$ cat config.mk
export PLATFORM = sky130hd
export DESIGN_NAME = ram_arbiter2_flat
export DESIGN_NICKNAME = d
export VERILOG_FILES = /design/src/rtl/ram_arbiter2_if.sv /design/src/rtl/ram_arbiter2.sv /design/src/flat_wrapper.sv
export SDC_FILE = /design/constraint.sdc
export NUM_CORES = 1
export LEC_CHECK = 0
export CAP_MARGIN = 5
export CORE_MARGIN = 1.5
export CORE_UTILIZATION = 40
export DETAILED_ROUTE_END_ITERATION = 10
export PLACE_DENSITY = 0.79
export SLEW_MARGIN = 20
export SYNTH_ARGS = -nofsm -noshare
export SYNTH_HDL_FRONTEND = slang
export SYNTH_SLANG_ARGS = --single-unit
export TNS_END_PERCENT = 30
$ cat constraint.sdc
create_clock -name clk -period 2 [get_ports clk]
set_input_delay 0.5 -clock clk [delete_from_list [all_inputs] [get_ports clk]]
set_output_delay 0.5 -clock clk [all_outputs]
set_load 0.02 [all_outputs]
$ cat src/rtl/ram_arbiter2_if.sv
// Bundle of the two requester ports and the RAM-side signals of ram_arbiter2.
// The slave modport is the arbiter's view; master is the requesters plus RAM.
interface ram_arbiter2_if #(
  parameter int unsigned AW = 4,
  parameter int unsigned DW = 8
);
  logic          req0;
  logic          wr0;
  logic [AW-1:0] addr0;
  logic [DW-1:0] wdata0;
  logic          ack0;
  logic [DW-1:0] rdata0;

  logic          req1;
  logic          wr1;
  logic [AW-1:0] addr1;
  logic [DW-1:0] wdata1;
  logic          ack1;
  logic [DW-1:0] rdata1;

  logic          mem_we;
  logic [AW-1:0] mem_inaddr;
  logic [AW-1:0] mem_outaddr;
  logic [DW-1:0] mem_din;
  logic [DW-1:0] mem_dout;

  modport slave (
    input  req0, wr0, addr0, wdata0,
    output ack0, rdata0,
    input  req1, wr1, addr1, wdata1,
    output ack1, rdata1,
    output mem_we, mem_inaddr, mem_outaddr, mem_din,
    input  mem_dout
  );

  modport master (
    output req0, wr0, addr0, wdata0,
    input  ack0, rdata0,
    output req1, wr1, addr1, wdata1,
    input  ack1, rdata1,
    input  mem_we, mem_inaddr, mem_outaddr, mem_din,
    output mem_dout
  );
endinterface

$ cat src/rtl/ram_arbiter2.sv
// Two-port round-robin arbiter/sequencer in front of a synchronous RAM with
// registered read data. One transaction is in flight at a time, so a write
// followed by a read of the same address always returns the new data.
module ram_arbiter2 #(
  parameter int unsigned AW = 4,
  parameter int unsigned DW = 8
) (
  input  logic          clk,
  input  logic          rst,
  ram_arbiter2_if.slave bus
);

  typedef enum logic [2:0] {StIdle, StWrite, StRead, StCapture, StDone} state_e;

  state_e        state_q, state_d;
  logic          owner_q, owner_d;
  logic          wr_q, wr_d;
  logic [AW-1:0] addr_q, addr_d;
  logic [DW-1:0] wdata_q, wdata_d;
  logic          last_grant_q, last_grant_d;
  logic [DW-1:0] rdata0_q, rdata0_d;
  logic [DW-1:0] rdata1_q, rdata1_d;
  logic          ack0_q, ack0_d;
  logic          ack1_q, ack1_d;
  logic          grant;

  // Next-state logic: arbitration and command latch in idle, then sequencing.
  always_comb begin
    state_d      = state_q;
    owner_d      = owner_q;
    wr_d         = wr_q;
    addr_d       = addr_q;
    wdata_d      = wdata_q;
    last_grant_d = last_grant_q;
    rdata0_d     = rdata0_q;
    rdata1_d     = rdata1_q;
    ack0_d       = 1'b0;
    ack1_d       = 1'b0;
    grant        = 1'b0;
    unique case (state_q)
      StIdle: begin
        if (bus.req0 || bus.req1) begin
          // On contention the port that was not served last wins.
          grant        = (bus.req0 && bus.req1) ? ~last_grant_q : bus.req1;
          owner_d      = grant;
          last_grant_d = grant;
          wr_d         = grant ? bus.wr1    : bus.wr0;
          addr_d       = grant ? bus.addr1  : bus.addr0;
          wdata_d      = grant ? bus.wdata1 : bus.wdata0;
          state_d      = wr_d ? StWrite : StRead;
        end
      end
      StWrite: begin
        state_d = StDone;
        ack0_d  = ~owner_q;
        ack1_d  = owner_q;
      end
      StRead: begin
        state_d = StCapture;
      end
      StCapture: begin
        if (owner_q) rdata1_d = bus.mem_dout;
        else         rdata0_d = bus.mem_dout;
        state_d = StDone;
        ack0_d  = ~owner_q;
        ack1_d  = owner_q;
      end
      StDone: begin
        state_d = StIdle;
      end
      default: begin
        state_d = StIdle;
      end
    endcase
  end

  // State and datapath registers; ack is registered so it lines up with DONE.
  always_ff @(posedge clk or posedge rst) begin
    if (rst) begin
      state_q      <= StIdle;
      owner_q      <= 1'b0;
      wr_q         <= 1'b0;
      addr_q       <= '0;
      wdata_q      <= '0;
      last_grant_q <= 1'b1;
      rdata0_q     <= '0;
      rdata1_q     <= '0;
      ack0_q       <= 1'b0;
      ack1_q       <= 1'b0;
    end else begin
      state_q      <= state_d;
      owner_q      <= owner_d;
      wr_q         <= wr_d;
      addr_q       <= addr_d;
      wdata_q      <= wdata_d;
      last_grant_q <= last_grant_d;
      rdata0_q     <= rdata0_d;
      rdata1_q     <= rdata1_d;
      ack0_q       <= ack0_d;
      ack1_q       <= ack1_d;
    end
  end

  // RAM drive comes straight from the latched command so requester inputs
  // cannot disturb an in-flight transaction; mem_we drops with async reset.
  assign bus.mem_we      = (state_q == StWrite);
  assign bus.mem_inaddr  = addr_q;
  assign bus.mem_outaddr = addr_q;
  assign bus.mem_din     = wdata_q;
  assign bus.ack0        = ack0_q;
  assign bus.ack1        = ack1_q;
  assign bus.rdata0      = rdata0_q;
  assign bus.rdata1      = rdata1_q;

endmodule

$ cat src/flat_wrapper.sv
// flat-port wrapper written by rule: the top's interface ports become plain ports
module ram_arbiter2_flat 
#(
  parameter int unsigned AW = 4,
  parameter int unsigned DW = 8
)
  (clk, rst, bus_req0, bus_wr0, bus_addr0, bus_wdata0, bus_ack0, bus_rdata0, bus_req1, bus_wr1, bus_addr1, bus_wdata1, bus_ack1, bus_rdata1, bus_mem_we, bus_mem_inaddr, bus_mem_outaddr, bus_mem_din, bus_mem_dout);
  ram_arbiter2_if #(.AW(AW), .DW(DW)) bus_i ();
  input  logic clk;
  input  logic rst;
  input wire logic [$bits(bus_i.req0)-1:0] bus_req0;
  input wire logic [$bits(bus_i.wr0)-1:0] bus_wr0;
  input wire logic [$bits(bus_i.addr0)-1:0] bus_addr0;
  input wire logic [$bits(bus_i.wdata0)-1:0] bus_wdata0;
  output wire logic [$bits(bus_i.ack0)-1:0] bus_ack0;
  output wire logic [$bits(bus_i.rdata0)-1:0] bus_rdata0;
  input wire logic [$bits(bus_i.req1)-1:0] bus_req1;
  input wire logic [$bits(bus_i.wr1)-1:0] bus_wr1;
  input wire logic [$bits(bus_i.addr1)-1:0] bus_addr1;
  input wire logic [$bits(bus_i.wdata1)-1:0] bus_wdata1;
  output wire logic [$bits(bus_i.ack1)-1:0] bus_ack1;
  output wire logic [$bits(bus_i.rdata1)-1:0] bus_rdata1;
  output wire logic [$bits(bus_i.mem_we)-1:0] bus_mem_we;
  output wire logic [$bits(bus_i.mem_inaddr)-1:0] bus_mem_inaddr;
  output wire logic [$bits(bus_i.mem_outaddr)-1:0] bus_mem_outaddr;
  output wire logic [$bits(bus_i.mem_din)-1:0] bus_mem_din;
  input wire logic [$bits(bus_i.mem_dout)-1:0] bus_mem_dout;
  assign bus_i.req0 = bus_req0;
  assign bus_i.wr0 = bus_wr0;
  assign bus_i.addr0 = bus_addr0;
  assign bus_i.wdata0 = bus_wdata0;
  assign bus_ack0 = bus_i.ack0;
  assign bus_rdata0 = bus_i.rdata0;
  assign bus_i.req1 = bus_req1;
  assign bus_i.wr1 = bus_wr1;
  assign bus_i.addr1 = bus_addr1;
  assign bus_i.wdata1 = bus_wdata1;
  assign bus_ack1 = bus_i.ack1;
  assign bus_rdata1 = bus_i.rdata1;
  assign bus_mem_we = bus_i.mem_we;
  assign bus_mem_inaddr = bus_i.mem_inaddr;
  assign bus_mem_outaddr = bus_i.mem_outaddr;
  assign bus_mem_din = bus_i.mem_din;
  assign bus_i.mem_dout = bus_mem_dout;
  ram_arbiter2 #(.AW(AW), .DW(DW)) u_core (.clk(clk), .rst(rst), .bus(bus_i));
endmodule
==> impl_metrics.py, run 1 <==
metrics = {
    "route": {
        "vias": 1073,
        "drc": 0,
        "avgRoutedWirePerCell_um": 14.54,
        "ant_nets": 0,
        "first_pass_iters": 2,
        "drtIter0Drc": 25,
        "via_per_inst": 4.727,
        "wl_um": 3301,
    },
    "worst_setup_path": {
        "path_max_fanout": 4,
        "reg2regPathDepth": 3,
        "critPathCapture": "bus_mem_we",
        "r2r_end": "u_core.bus.rdata0[3]$_DFFE_PP0P_",
        "critPathLaunch": "u_core.state_q[2]$_DFFE_PP0P_",
        "worstSetupPathType": "flip-flop to output pin",
        "reg2reg_from": "u_core.state_q[1]$_DFFE_PP0P_",
        "crit_arrival_ps": 1360,
        "cp-start-kind": "flip-flop",
        "reg2reg_slack_ps": 520,
        "worstPathRequired_ps": 1500,
        "crit_path_end_kind": "output pin",
    },
    "synth": {
        "synth_edf_count": 0,
        "yosys.area_share.xor_xnor_pct": 0,
        "ys_seq_area_share_pct": 56.62,
        "ys_types": 19,
        "yosysWarnings": 0,
        "synth.largest_area_cell": "dfrtp_1",
        "postSynthCellCount": 99,
        "synth_top_family_by_area": "multiplexers",
        "synth-simple-area-share_pct": 5.089,
        "avgSynthCellArea_um2": 15.65,
        "synth_ff_type": "dfrtp_1",
        "synth_area_mm2": 0.001549,
        "synth_top_area_share_pct": 54.93,
        "synth_fp_nets": 137,
        "synthMuxAreaShare_pct": 31.18,
        "synth_area_leaders": "dfrtp_1 55%, mux2_2 31%, buf_4 1.9%",
        "synth-adder-area-share_pct": 0,
        "synthArstFlopShare_pct": 100.0,
        "ys_ff_latch": 35,
        "synth_compound_area_share_pct": 2.827,
    },
    "pwr": {
        "finalPower_mw": 3.816,
        "p_leak_nw": 1.009,
        "p_per_area_mw_per_mm2": 1569,
        "max-vdd-ir-drop_mv": 0.7862,
    },
    "final_layout": {
        "drive_above_1_share_pct": 36.31,
        "syn2layout_area_growth_pct": 57.03,
        "seqCellArea_um2": 877.1,
        "final_common_cell": "clkdlybuf4s50_1",
        "final_core_util_pct": 65.94,
        "nFillCells": 281,
        "diodes": 0,
        "nets": 216,
        "layout_common_cells": "71 x clkdlybuf4s50_1, 42 x mux2_2, 34 x dfrtp_1",
        "final_cell_count_no_fill": 227,
        "multi_input_area_um2": 605.6,
    },
    "clock_tree": {
        "cts_buffer_depth": 2,
        "cts_max_level": 2,
        "clkLatencyLatePin_ps": 290,
        "clk_pin_slew_ps": 70,
        "cts_inserted_buffers": 5,
        "cts_tree": "built",
        "root_buffer": "clkbuf_8",
        "numClockSinks": 35,
    },
    "timing": {
        "hold_viol": 0,
        "setup_viol": 0,
        "min_period_over_period_pct": 93.22,
        "worst_slack_ps": 135.5,
        "fmax_mhz": 536.3,
        "skew_ps": 5.917,
        "layout_min_cycle_time_ps": 1864,
        "rsz0062_at_grt": "no",
        "worstMarginPinSlew_ps": 437.9,
        "slew_viol_final": 0,
        "slew_headroom_pct": 70.71,
    },
    "floorplan": {
        "die-area_mm2": 0.004255,
        "dieWidth_um": 65.23,
        "ioPinCount": 73,
        "row_count": 22,
        "core_mm2": 0.003689,
        "start_util_pct": 41.99,
        "die_h_um": 65.23,
    },
    "run_status": {
        "outcome": "finished, final reports clean",
    },
    "place": {
        "place_congestion": 0.6926,
        "dp_hpwl_um": 2541,
        "place_ws_ps": -113.3,
        "io_buffers": 72,
        "placed_cells": 219,
    },
    "worst_hold_path": {
        "hold_class": "flip-flop to flip-flop",
    },
    "global_routing": {
        "grt.overflow.total": 0,
        "grt_antenna_before_repair": 0,
        "grt_max_degree": 36,
        "grt_pass1_wl_um": 5437,
        "grt_pass1_vias": 1186,
        "grt_usage_pct": 17.05,
    },
    "job": {
        "drv_cap": 0,
    },
}
## Yosys cell counts (all sizes together), types with 3 or more instances
cell	number
buf	5
dfrtp	34
inv	3
mux2	42
nor2	3
## routing by layer
| layer | vias to the layer above | track usage, % | wire (um) |
|---|---|---|---|
| li1 | 506 | - | - |
| met1 | 511 | 18.52 | 1337 |
| met2 | 54 | 29.85 | 1599 |
| met3 | 2 | 8.390 | 344 |
| met4 | 0 | 3.906 | 20 |
| met5 | - | 0 | 0 |
## area by class of cell
cell class	count	area share, %
flip-flops and latches	35	36.06
repair buffers	78	32.46
multi-input cells	55	24.90
clock buffers	5	2.829
well taps	48	2.469
clock inverters	3	0.8230
inverters	3	0.4630
## per-stage QoR
stage | hold WS [ps] | TNS (ps) | cell area, um2
global route | 515.4 | 0 | 2432
finish | 506.9 | 0 | 2432
floorplan | 516.4 | 0 | 1549
global placement | 488.4 | -550.0 | 2345
CTS | 508.9 | 0 | 2432
detailed placement | 492.3 | -968.1 | 2345
## critical path, cell delays in order (launching register included)
cell and delay [ps]:
dfrtp_1 420, nand2b_4 180, nor2_1 130, dlygate4sd2_1 350
## how the worst min path moves through the flow
stage | start | to | slack (ps) | cells after the start
global route | u_core.bus.rdata1[5]$_DFFE_PP0P_ | u_core.bus.rdata1[5]$_DFFE_PP0P_ | 520 | 1
detailed placement | u_core.bus.rdata1[5]$_DFFE_PP0P_ | u_core.bus.rdata1[5]$_DFFE_PP0P_ | 490 | 1
floorplan | u_core.owner_q$_DFFE_PP0P_ | u_core.bus.ack0$_DFF_PP0_ | 520 | 1
global placement | u_core.bus.mem_din[1]$_DFFE_PP0P_ | u_core.bus.mem_din[1]$_DFFE_PP0P_ | 490 | 1
CTS | u_core.bus.rdata1[5]$_DFFE_PP0P_ | u_core.bus.rdata1[5]$_DFFE_PP0P_ | 510 | 1
finish | u_core.bus.rdata1[5]$_DFFE_PP0P_ | u_core.bus.rdata1[5]$_DFFE_PP0P_ | 510 | 1
## logic make-up after synthesis
kind of cell | Yosys count
DFF | 35
and+or+nand+nor | 8
buffers and inverters | 9
muxes | 43
AOI/OAI and AO/OA | 4
## report_power, final
part	total [mW]	leakage [nW]	internal [mW]	switching, mW
combinational	2.01	0.551	1.14	0.871
clock	0.496	0.0402	0.242	0.254
sequential	1.31	0.419	1.07	0.239
## timing repair
action	CTS	global route
hold buffers	0	0
setup endpoints to repair	1	0
buffers inserted	0	0
gates resized for setup	1	0
## sequential cells by signal, indices dropped and copies added, names as in the netlist
register,count
u_core.owner_q,1
u_core.bus.rdata0,8
u_core.bus.mem_din,8
u_core.bus.rdata1,8
u_core.bus.ack0,1
u_core.bus.ack1,1
u_core.last_grant_q,1
u_core.bus.mem_inaddr,4
u_core.state_q,3
Power figures use the tool's default switching activity.
==> run 2: changes to the inputs <==
--- a/config.mk
+++ b/config.mk
@@ -5,9 +5,10 @@
 export SDC_FILE = /design/constraint.sdc
 export NUM_CORES = 1
 export LEC_CHECK = 0
+export ABC_AREA = 1
 export CAP_MARGIN = 5
 export CORE_MARGIN = 1.5
-export CORE_UTILIZATION = 40
+export CORE_UTILIZATION = 41
 export DETAILED_ROUTE_END_ITERATION = 10
 export PLACE_DENSITY = 0.79
 export SLEW_MARGIN = 20
==> impl_metrics.py, run 2 <==
metrics = {
    "synth": {
        "avgSynthCellArea_um2": 8.371,
        "synth.largest_area_cell": "dfrtp_1",
        "ys_types": 15,
        "synth_fp_nets": 235,
        "postSynthCellCount": 197,
        "yosysWarnings": 0,
        "ys_seq_area_share_pct": 53.19,
        "synth_top_area_share_pct": 51.59,
        "synth_area_leaders": "dfrtp_1 52%, nand2_1 20%, o21ai_2 8.5%",
        "yosysMostFrequentCell": "nand2_1",
        "synth_ff_type": "dfrtp_1",
        "ys_ff_latch": 35,
        "synth_area_mm2": 0.001649,
        "synth_edf_count": 0,
        "synthArstFlopShare_pct": 100.0,
        "synthTopCellsByCount": "89 x nand2_1, 34 x dfrtp_1, 16 x o21ai_2, 15 x inv_1, 14 x nand3_1",
    },
    "timing": {
        "finalSetupTns_ps": 0,
        "rsz0062_at_grt": "no",
        "min_period_over_period_pct": 92.68,
        "hold_viol": 0,
        "layout_min_cycle_time_ps": 1854,
        "setup_viol": 0,
        "slew_headroom_pct": 71.54,
        "fmax_mhz": 539.5,
        "slew_viol_final": 0,
        "worstMarginPinSlew_ps": 426.9,
        "skew_ps": 4.834,
    },
    "final_layout": {
        "diodes": 0,
        "final_common_cell": "nand2_1",
        "final_core_util_pct": 65.30,
        "syn2layout_area_growth_pct": 49.32,
        "nets": 306,
        "fin_area_mm2": 0.002462,
        "nFillCells": 319,
        "drive_above_1_share_pct": 13.38,
        "layout_common_cells": "89 x nand2_1, 71 x clkdlybuf4s50_1, 34 x dfrtp_1",
    },
    "global_routing": {
        "grt_usage_pct": 17.87,
        "grt_pass1_vias": 1378,
        "grt_max_degree": 36,
        "grt_antenna_before_repair": 0,
        "grt_pass1_wl_um": 5906,
        "grt.overflow.total": 0,
    },
    "clock_tree": {
        "numClockSinks": 35,
        "clk_pin_slew_ps": 70,
        "cts_inserted_buffers": 5,
        "cts_hold_buf": 0,
        "cts_tree": "built",
        "root_buffer": "clkbuf_8",
        "cts_max_level": 2,
        "cts_buffer_depth": 2,
        "clkLatencyLatePin_ps": 280,
    },
    "floorplan": {
        "row_count": 22,
        "die-area_mm2": 0.004412,
        "core_mm2": 0.003771,
        "dieWidth_um": 66.42,
        "ioPinCount": 73,
        "start_util_pct": 43.73,
        "die_h_um": 66.42,
    },
    "pwr": {
        "p_per_area_mw_per_mm2": 1529,
        "p_leak_nw": 1.226,
        "power_frac_clock_pct": 13.7,
        "finalPower_mw": 3.765,
        "internal_power_mw": 2.251,
        "pwr-share-seq_pct": 33.9,
        "switching_share_pct": 40.20,
        "max-vdd-ir-drop_mv": 0.7507,
        "p_sw_mw": 1.513,
        "combPwrFrac_pct": 52.4,
    },
    "route": {
        "vias": 1442,
        "first_pass_iters": 4,
        "drc": 0,
        "wl_um": 3454,
        "avgRoutedWirePerCell_um": 10.90,
        "ant_nets": 0,
        "via_per_inst": 4.549,
        "drtIter0Drc": 52,
    },
    "job": {
        "drv_cap": 0,
    },
    "worst_setup_path": {
        "worstSetupPathType": "flip-flop to output pin",
        "crit_path_end_kind": "output pin",
        "crit_arrival_ps": 1350,
        "cp-start-kind": "flip-flop",
        "path_max_fanout": 4,
        "reg2reg_slack_ps": 710,
        "r2r_end": "u_core.bus.mem_din[2]$_DFFE_PP0P_",
        "worstPathRequired_ps": 1500,
        "reg2reg_from": "u_core.last_grant_q$_DFFE_PP1P_",
        "reg2regPathDepth": 6,
    },
    "place": {
        "place_congestion": 0.7593,
        "io_buffers": 72,
        "dpl_cell_area_mm2": 0.002372,
        "dp_hpwl_um": 2608,
    },
    "worst_hold_path": {
        "hold_depth": 2,
        "hold_class": "flip-flop to flip-flop",
        "hp-start": "u_core.bus.rdata0[5]$_DFFE_PP0P_",
        "min_to": "u_core.bus.rdata0[5]$_DFFE_PP0P_",
    },
    "run_status": {
        "outcome": "finished, final reports clean",
    },
}
[run 2: changes by cell type after synthesis, moves of 3 or more]
cell,delta
nor2_1,+3
nand2_1,+89
nand2_2,+3
mux2_2,-42
buf_2,+4
nor2_2,+3
o21ai_2,+16
nand3_1,+14
inv_1,+13
[run 2: worst max path at each step]
stage	start	depth (start not counted)	slack, ps	endpoint
after floorplan	u_core.state_q[2]$_DFFE_PP0P_	3	620	bus_mem_we
after global placement	u_core.state_q[2]$_DFFE_PP0P_	4	180	bus_mem_we
after detailed placement	u_core.state_q[2]$_DFFE_PP0P_	4	180	bus_mem_we
after CTS	u_core.state_q[2]$_DFFE_PP0P_	4	140	bus_mem_we
after global routing	u_core.state_q[2]$_DFFE_PP0P_	4	20	bus_mem_we
final	u_core.state_q[2]$_DFFE_PP0P_	4	150	bus_mem_we
[run 2: final cells by class]
cell class / count / area [um2] / area share (%)
clock buffers: 7 / 86.33 / 3.506
flip-flops and latches: 35 / 877.1 / 35.62
clock inverters: 1 / 5.005 / 0.2033
multi-input cells: 134 / 624.3 / 25.36
well taps: 48 / 60.06 / 2.439
repair buffers: 76 / 749.5 / 30.44
inverters: 16 / 60.06 / 2.439
[run 2: timing repair]
item                       in CTS  in global routing
resized for setup               1                  0
setup endpoints to repair       1                  0
buffers inserted                0                  0
[run 2: cells by family (layout without fill, tap and decap cells)]
group                  count (synthesis)  in the layout  share of synthesized area (%)
and+or+nand+nor                      116            116                          28.76
DFF                                   35             35                          53.19
buffers and inverters                 28            100                          8.952
AOI/OAI and AO/OA                     18             18                          9.104
[run 2: power by group through the flow]
stage	Clock (mW)	Combinational, mW	Sequential, mW
after global routing	0.570	2.17	1.33
final	0.516	1.97	1.28
after global placement	0	1.97	1.28
after CTS	0.532	1.99	1.28
after floorplan	0	0.833	1.62
after detailed placement	0	2.00	1.29
[run 2: critical path: stages (launching register included)]
cell and delay, ps:
dfrtp_1 430, nor2_1 150, inv_1 80, nor2_1 80, dlygate4sd2_1 330
[run 2: metal layers]
layer	wire [um]	vias up	global-route usage (%)	part of all wire, %
met2	1586	61	28.25	46
li1	-	749	-	-
met5	0	-	0	0
met4	23	0	6.122	0.67
met1	1544	630	21.87	45
met3	299	2	7.496	8.7
[run 2: stage by stage]
step	setup WS (ps)	hold slack [ps]	std cells
after CTS	139.3	484.1	317
after global placement	178.3	463.8	309
after detailed placement	175.1	467.2	309
after global routing	21.97	500.5	317
final	146.5	479.4	317
after floorplan	620.9	453.4	197
==> RTL change 1 (settings of run 1) <==
`AW` is set to 4 in 3 places; all go to 2.
--- a/src/rtl/ram_arbiter2_if.sv
+++ b/src/rtl/ram_arbiter2_if.sv
@@ -3,3 +3,3 @@
 interface ram_arbiter2_if #(
-  parameter int unsigned AW = 4,
+  parameter int unsigned AW = 2,
   parameter int unsigned DW = 8
--- a/src/rtl/ram_arbiter2.sv
+++ b/src/rtl/ram_arbiter2.sv
@@ -4,3 +4,3 @@
 module ram_arbiter2 #(
-  parameter int unsigned AW = 4,
+  parameter int unsigned AW = 2,
   parameter int unsigned DW = 8
--- a/src/flat_wrapper.sv
+++ b/src/flat_wrapper.sv
@@ -3,3 +3,3 @@
 #(
-  parameter int unsigned AW = 4,
+  parameter int unsigned AW = 2,
   parameter int unsigned DW = 8
Interface: changed (resized bus_addr0, bus_addr1, bus_mem_inaddr and bus_mem_outaddr); port bits go from 73 to 65. No check against the original RTL was run, so the function may have changed too.
==> RTL change 1 against run 1 <==
Non-clock buffer count shrank 7. Area after synthesis shrank 8.8%. Via count shrank 2.8%. Highest routed layer unchanged. Power shrank 10%. Sequential cell count shrank 2. Combinational power shrank 10%. First-iteration DRC count shrank 36%. Synthesized cell count shrank 4.0%. Critical path depth shrank 2. Worst setup slack gained 0.043 ns. Routed wire length shrank 12%. Global-route usage shrank 0.17 points. Final area shrank 8.7%.
==> RTL change 1: results (changes against run 1) <==
[cells_and_area]
n_antenna_cell = 0  ; unchanged
final_nets = 203  ; -6.0%
design_area_mm2 = 0.002221  ; -8.7%
fillers = 294  ; +4.6%
fin_cells = 216  ; -4.8%
drive_gt1_frac = 0.3412  ; -0.02195

[logic_synthesis]
ys_dominant_reg_cell = dfrtp_1
synth_cells = 95  ; -4.0%
synth.distinct_cells = 22  ; +3
synth_nets = 129  ; -5.8%
synth_area_leaders = dfrtp_1, mux2_2, dfstp_2
synth_commonest_cells = mux2_2, dfrtp_1, buf_4, inv_1, nor2_1
seq_area_frac_synth = 0.5855  ; +0.01924
async_flop_share = 1.000  ; unchanged

[min_path]
min-delay-start = u_core.bus.rdata1[2]
hp-class = flip-flop to flip-flop

[routing]
num_vias = 1043  ; -2.8%
dr.pass1.iters = 2  ; unchanged
wirelength_um = 2917  ; -12%
drt_iter0_drc = 16  ; -36%

[place]
port_buffers = 64  ; -11%
place_ws_ns = -0.1113  ; +0.002073 ns
dp_cells = 208  ; -5.0%
dpl.hpwl_um = 2212  ; -13%
gp_congestion = 0.7549  ; +9.0%

[clock_network]
htree_levels = 2  ; unchanged
post_cts_buffers = 0  ; unchanged
numCtsBuffers = 5  ; unchanged
clk_pin_slew_ns = 0.10  ; +0.03 ns
cts_root_buf = clkbuf_4
clkLatencyLatePin_ns = 0.33  ; +0.04 ns

[global_routing]
grt_antenna_before_repair = 0  ; unchanged
grt_usage = 0.1689  ; -0.001657
grt_pass1_vias = 1103  ; -7.0%
grt_max_degree = 34  ; -5.6%
grt_first_pass_wirelength_um = 5050  ; -7.1%

[critical_path]
crit_path_max_fanout = 2  ; -2
r2r_start = u_core.state_q[2]
critPathTopFamily = buffers and inverters
critical_path.startpoint = u_core.bus.rdata0[3]
worstPathArrival_ns = 1.32  ; -0.04 ns
cp_slowest_cell = clkdlybuf4s50_1
critPathMaxStageDelay_ns = 0.61  ; +0.19 ns

[run_status]
outcome = complete, no violations

[power_and_ir_drop]
power_leakage_nw = 0.9342  ; -7.4%
ir_drop_v = 0.0008016  ; +2.0%

[timing]
relSlewSlack = 0.6976  ; -0.009455
fin_skew_ns = 0.007920  ; +0.002003 ns

[RTL change 1: cells by family (layout without fill, tap and decap cells)]
logic type | after synthesis | after routing | synth area share
buffers and inverters | 8 | 83 | 0.03631
multiplexers | 37 | 37 | 0.2941
AO/OA/AOI/OAI | 7 | 7 | 0.03543
AND/OR/NAND/NOR | 10 | 10 | 0.04872
flip-flops | 33 | 33 | 0.5855
[RTL change 1: worst reg2reg max path: stages (launching register included)]
cell and delay [ns]:
dfrtp_1 0.40, nand2b_1 0.17, buf_4 0.16, nor3_4 0.36, mux2_2 0.39
[RTL change 1: report_power, final]
group | total, mW | switching, mW | internal, mW
Sequential | 1.20 | 0.199 | 1.01
Clock | 0.417 | 0.213 | 0.204
Combinational | 1.80 | 0.790 | 1.01
[RTL change 1: layer usage]
| metal | wire length (µm) | GRT usage |
|---|---|---|
| met3 | 314 | 0.07027 |
| met5 | 0 | 0 |
| met4 | 36 | 0.07500 |
| met2 | 1380 | 0.2728 |
| met1 | 1187 | 0.1969 |
[RTL change 1: path summary, 6_finish.rpt]
kind                                               to  slack (ns)  cells after the start
worst max-delay path                    bus_rdata0[3]        0.18                      1
worst min-delay path             u_core.bus.rdata1[2]        0.51                      1
worst max register to register   u_core.bus.rdata0[0]        0.42                      4
worst min register to register   u_core.bus.rdata1[2]        0.51                      1
max in group asynchronous         u_core.last_grant_q        1.12                      3
min in group asynchronous       u_core.bus.mem_din[2]        0.55                      3
[RTL change 1: area by class of cell]
type                    count  share of cell area
flip-flops and latches     33              0.3724
clock inverters             1            0.002254
repair buffers             71              0.3228
clock buffers               7             0.02930
inverters                   4            0.006761
well taps                  46             0.02592
multi-input cells          54              0.2406
[RTL change 1: timing repair]
action / in CTS / in global routing
endpoints found under the setup margin: 1 / 0
gates resized for setup: 1 / 0
hold buffers: 0 / 0
==> RTL change 2 (settings of run 1) <==
Without the edit above. Re-encode `state_e` (5 states) as one-hot, 5 bits wide.
--- a/src/rtl/ram_arbiter2.sv
+++ b/src/rtl/ram_arbiter2.sv
@@ -12,3 +12,3 @@
 
-  typedef enum logic [2:0] {StIdle, StWrite, StRead, StCapture, StDone} state_e;
+  typedef enum logic [4:0] {StIdle = 5'b00001, StWrite = 5'b00010, StRead = 5'b00100, StCapture = 5'b01000, StDone = 5'b10000} state_e;
 
Formal check against the unedited RTL: same outputs for any inputs over 10 cycles, from zero or initial values and one cycle with rst high; not proved beyond that.
==> RTL change 2 against run 1 <==
Worst setup slack got worse by 0.089 ns. Area after synthesis rose by 8.8%. Power rose by 6.6%. Routed wire length rose by 3.7%. Highest routed layer unchanged. Final area rose by 6.8%. Count of clock-buffer cells in the layout rose by 1. Worst hold slack barely moved. Non-clock buffer count rose by 5. Sequential cell count rose by 2.
==> RTL change 2: results (changes against run 1) <==
[logic_synthesis]
synth.distinct_cells = 27  ; +8
synth_area_leaders = dfrtp_1, mux2_2, mux2_4
seq_area_frac_synth = 0.5509  ; -0.01538
synth_nets = 146  ; +6.6%

[timing]
fin_skew_ns = 0.01012  ; +0.004203 ns
tightestPinTransition_ns = 0.4450  ; +0.007084 ns

[global_routing]
grt_max_degree = 38  ; +5.6%
grt_usage = 0.1676  ; -0.002930
grt_pass1_vias = 1298  ; +9.4%
grt_first_pass_wirelength_um = 5733  ; +5.4%

[cells_and_area]
drive_gt1_frac = 0.3594  ; -0.003753
fin_cells = 242  ; +6.6%
design_area_mm2 = 0.002599  ; +6.8%

[routing]
routedWlPerCell_um = 14.15  ; -2.7%
drt_iter0_drc = 32  ; +28%
viasPerCell = 4.959  ; +4.9%

[place]
gp_congestion = 0.7166  ; +3.5%
dp_cells = 234  ; +6.8%

[power_and_ir_drop]
p_int_mw = 2.643  ; +7.8%
ir_drop_v = 0.0007466  ; -5.0%
power_leakage_nw = 1.118  ; +11%

[critical_path]
crit_path_max_fanout = 2  ; -2
worstPathArrival_ns = 1.45  ; +0.09 ns
critPathMaxStageDelay_ns = 0.39  ; -0.03 ns

[clock_network]
cts_resized = 6  ; +5

[run_status]
outcome = complete, no violations

-- RTL change 2: final cells by class --
type / instances / share of cell area
clock buffers: 6 / 0.02792
well taps: 50 / 0.02407
inverters: 1 / 0.001444
clock inverters: 2 / 0.003852
repair buffers: 83 / 0.3168
multi-input cells: 63 / 0.2687
flip-flops and latches: 37 / 0.3572
-- RTL change 2: power groups by stage --
stage	combinational (mW)	sequential, mW	clock, mW
2_1_floorplan	0.950	1.70	0
3_3_place_gp	2.21	1.34	0
3_5_place_dp	2.26	1.36	0
4_1_cts	2.27	1.36	0.497
5_1_grt	2.39	1.39	0.535
6_report	2.24	1.35	0.480
-- RTL change 2: cell families (layout without fill, tap and decap cells) --
| kind of cell | count (synthesis) | count (layout) | share of synthesized area |
|---|---|---|---|
| flip-flops | 37 | 37 | 0.5509 |
| AO/OA/AOI/OAI | 6 | 6 | 0.03341 |
| multiplexers | 41 | 41 | 0.3088 |
| AND/OR/NAND/NOR | 15 | 15 | 0.06311 |
| XOR/XNOR | 1 | 1 | 0.005198 |
| buffers and inverters | 8 | 92 | 0.03860 |
-- RTL change 2: worst paths after layout --
check | startpoint | to | slack, ns | depth (start not counted)
min reg2reg | u_core.bus.rdata1[7] | u_core.bus.rdata1[7] | 0.51 | 1
min in group asynchronous | rst | u_core.bus.rdata0[1] | 0.63 | 3
max | u_core.state_q[4] | bus_mem_we | 0.05 | 3
min | u_core.bus.rdata1[7] | u_core.bus.rdata1[7] | 0.51 | 1
max reg2reg | u_core.state_q[2] | u_core.bus.mem_din[6] | 0.33 | 5
max in group asynchronous | rst | u_core.last_grant_q | 1.03 | 3
-- RTL change 2: metal layers --
layer	track usage	share of wire	vias to the layer above	wire, µm
met4	0.06750	0.015	0	53
met3	0.05428	0.094	7	323
met5	0	0	-	0
li1	-	-	563	-
met1	0.1921	0.40	567	1354
met2	0.2892	0.49	63	1693
-- RTL change 2: metrics by stage --
step	hold WS, ns	setup TNS, ns
3_3_place_gp	0.4870	-0.4001
2_1_floorplan	0.4779	0
6_report	0.5070	0
3_5_place_dp	0.4946	-0.7295
4_1_cts	0.5095	0
5_1_grt	0.5319	0
-- RTL change 2: critical path: cells and delay by family, from the launching register on --
family / cells / cell delay, ns
buf+inv: 1 / 0.21
simple gates: 2 / 0.57
flops: 1 / 0.39
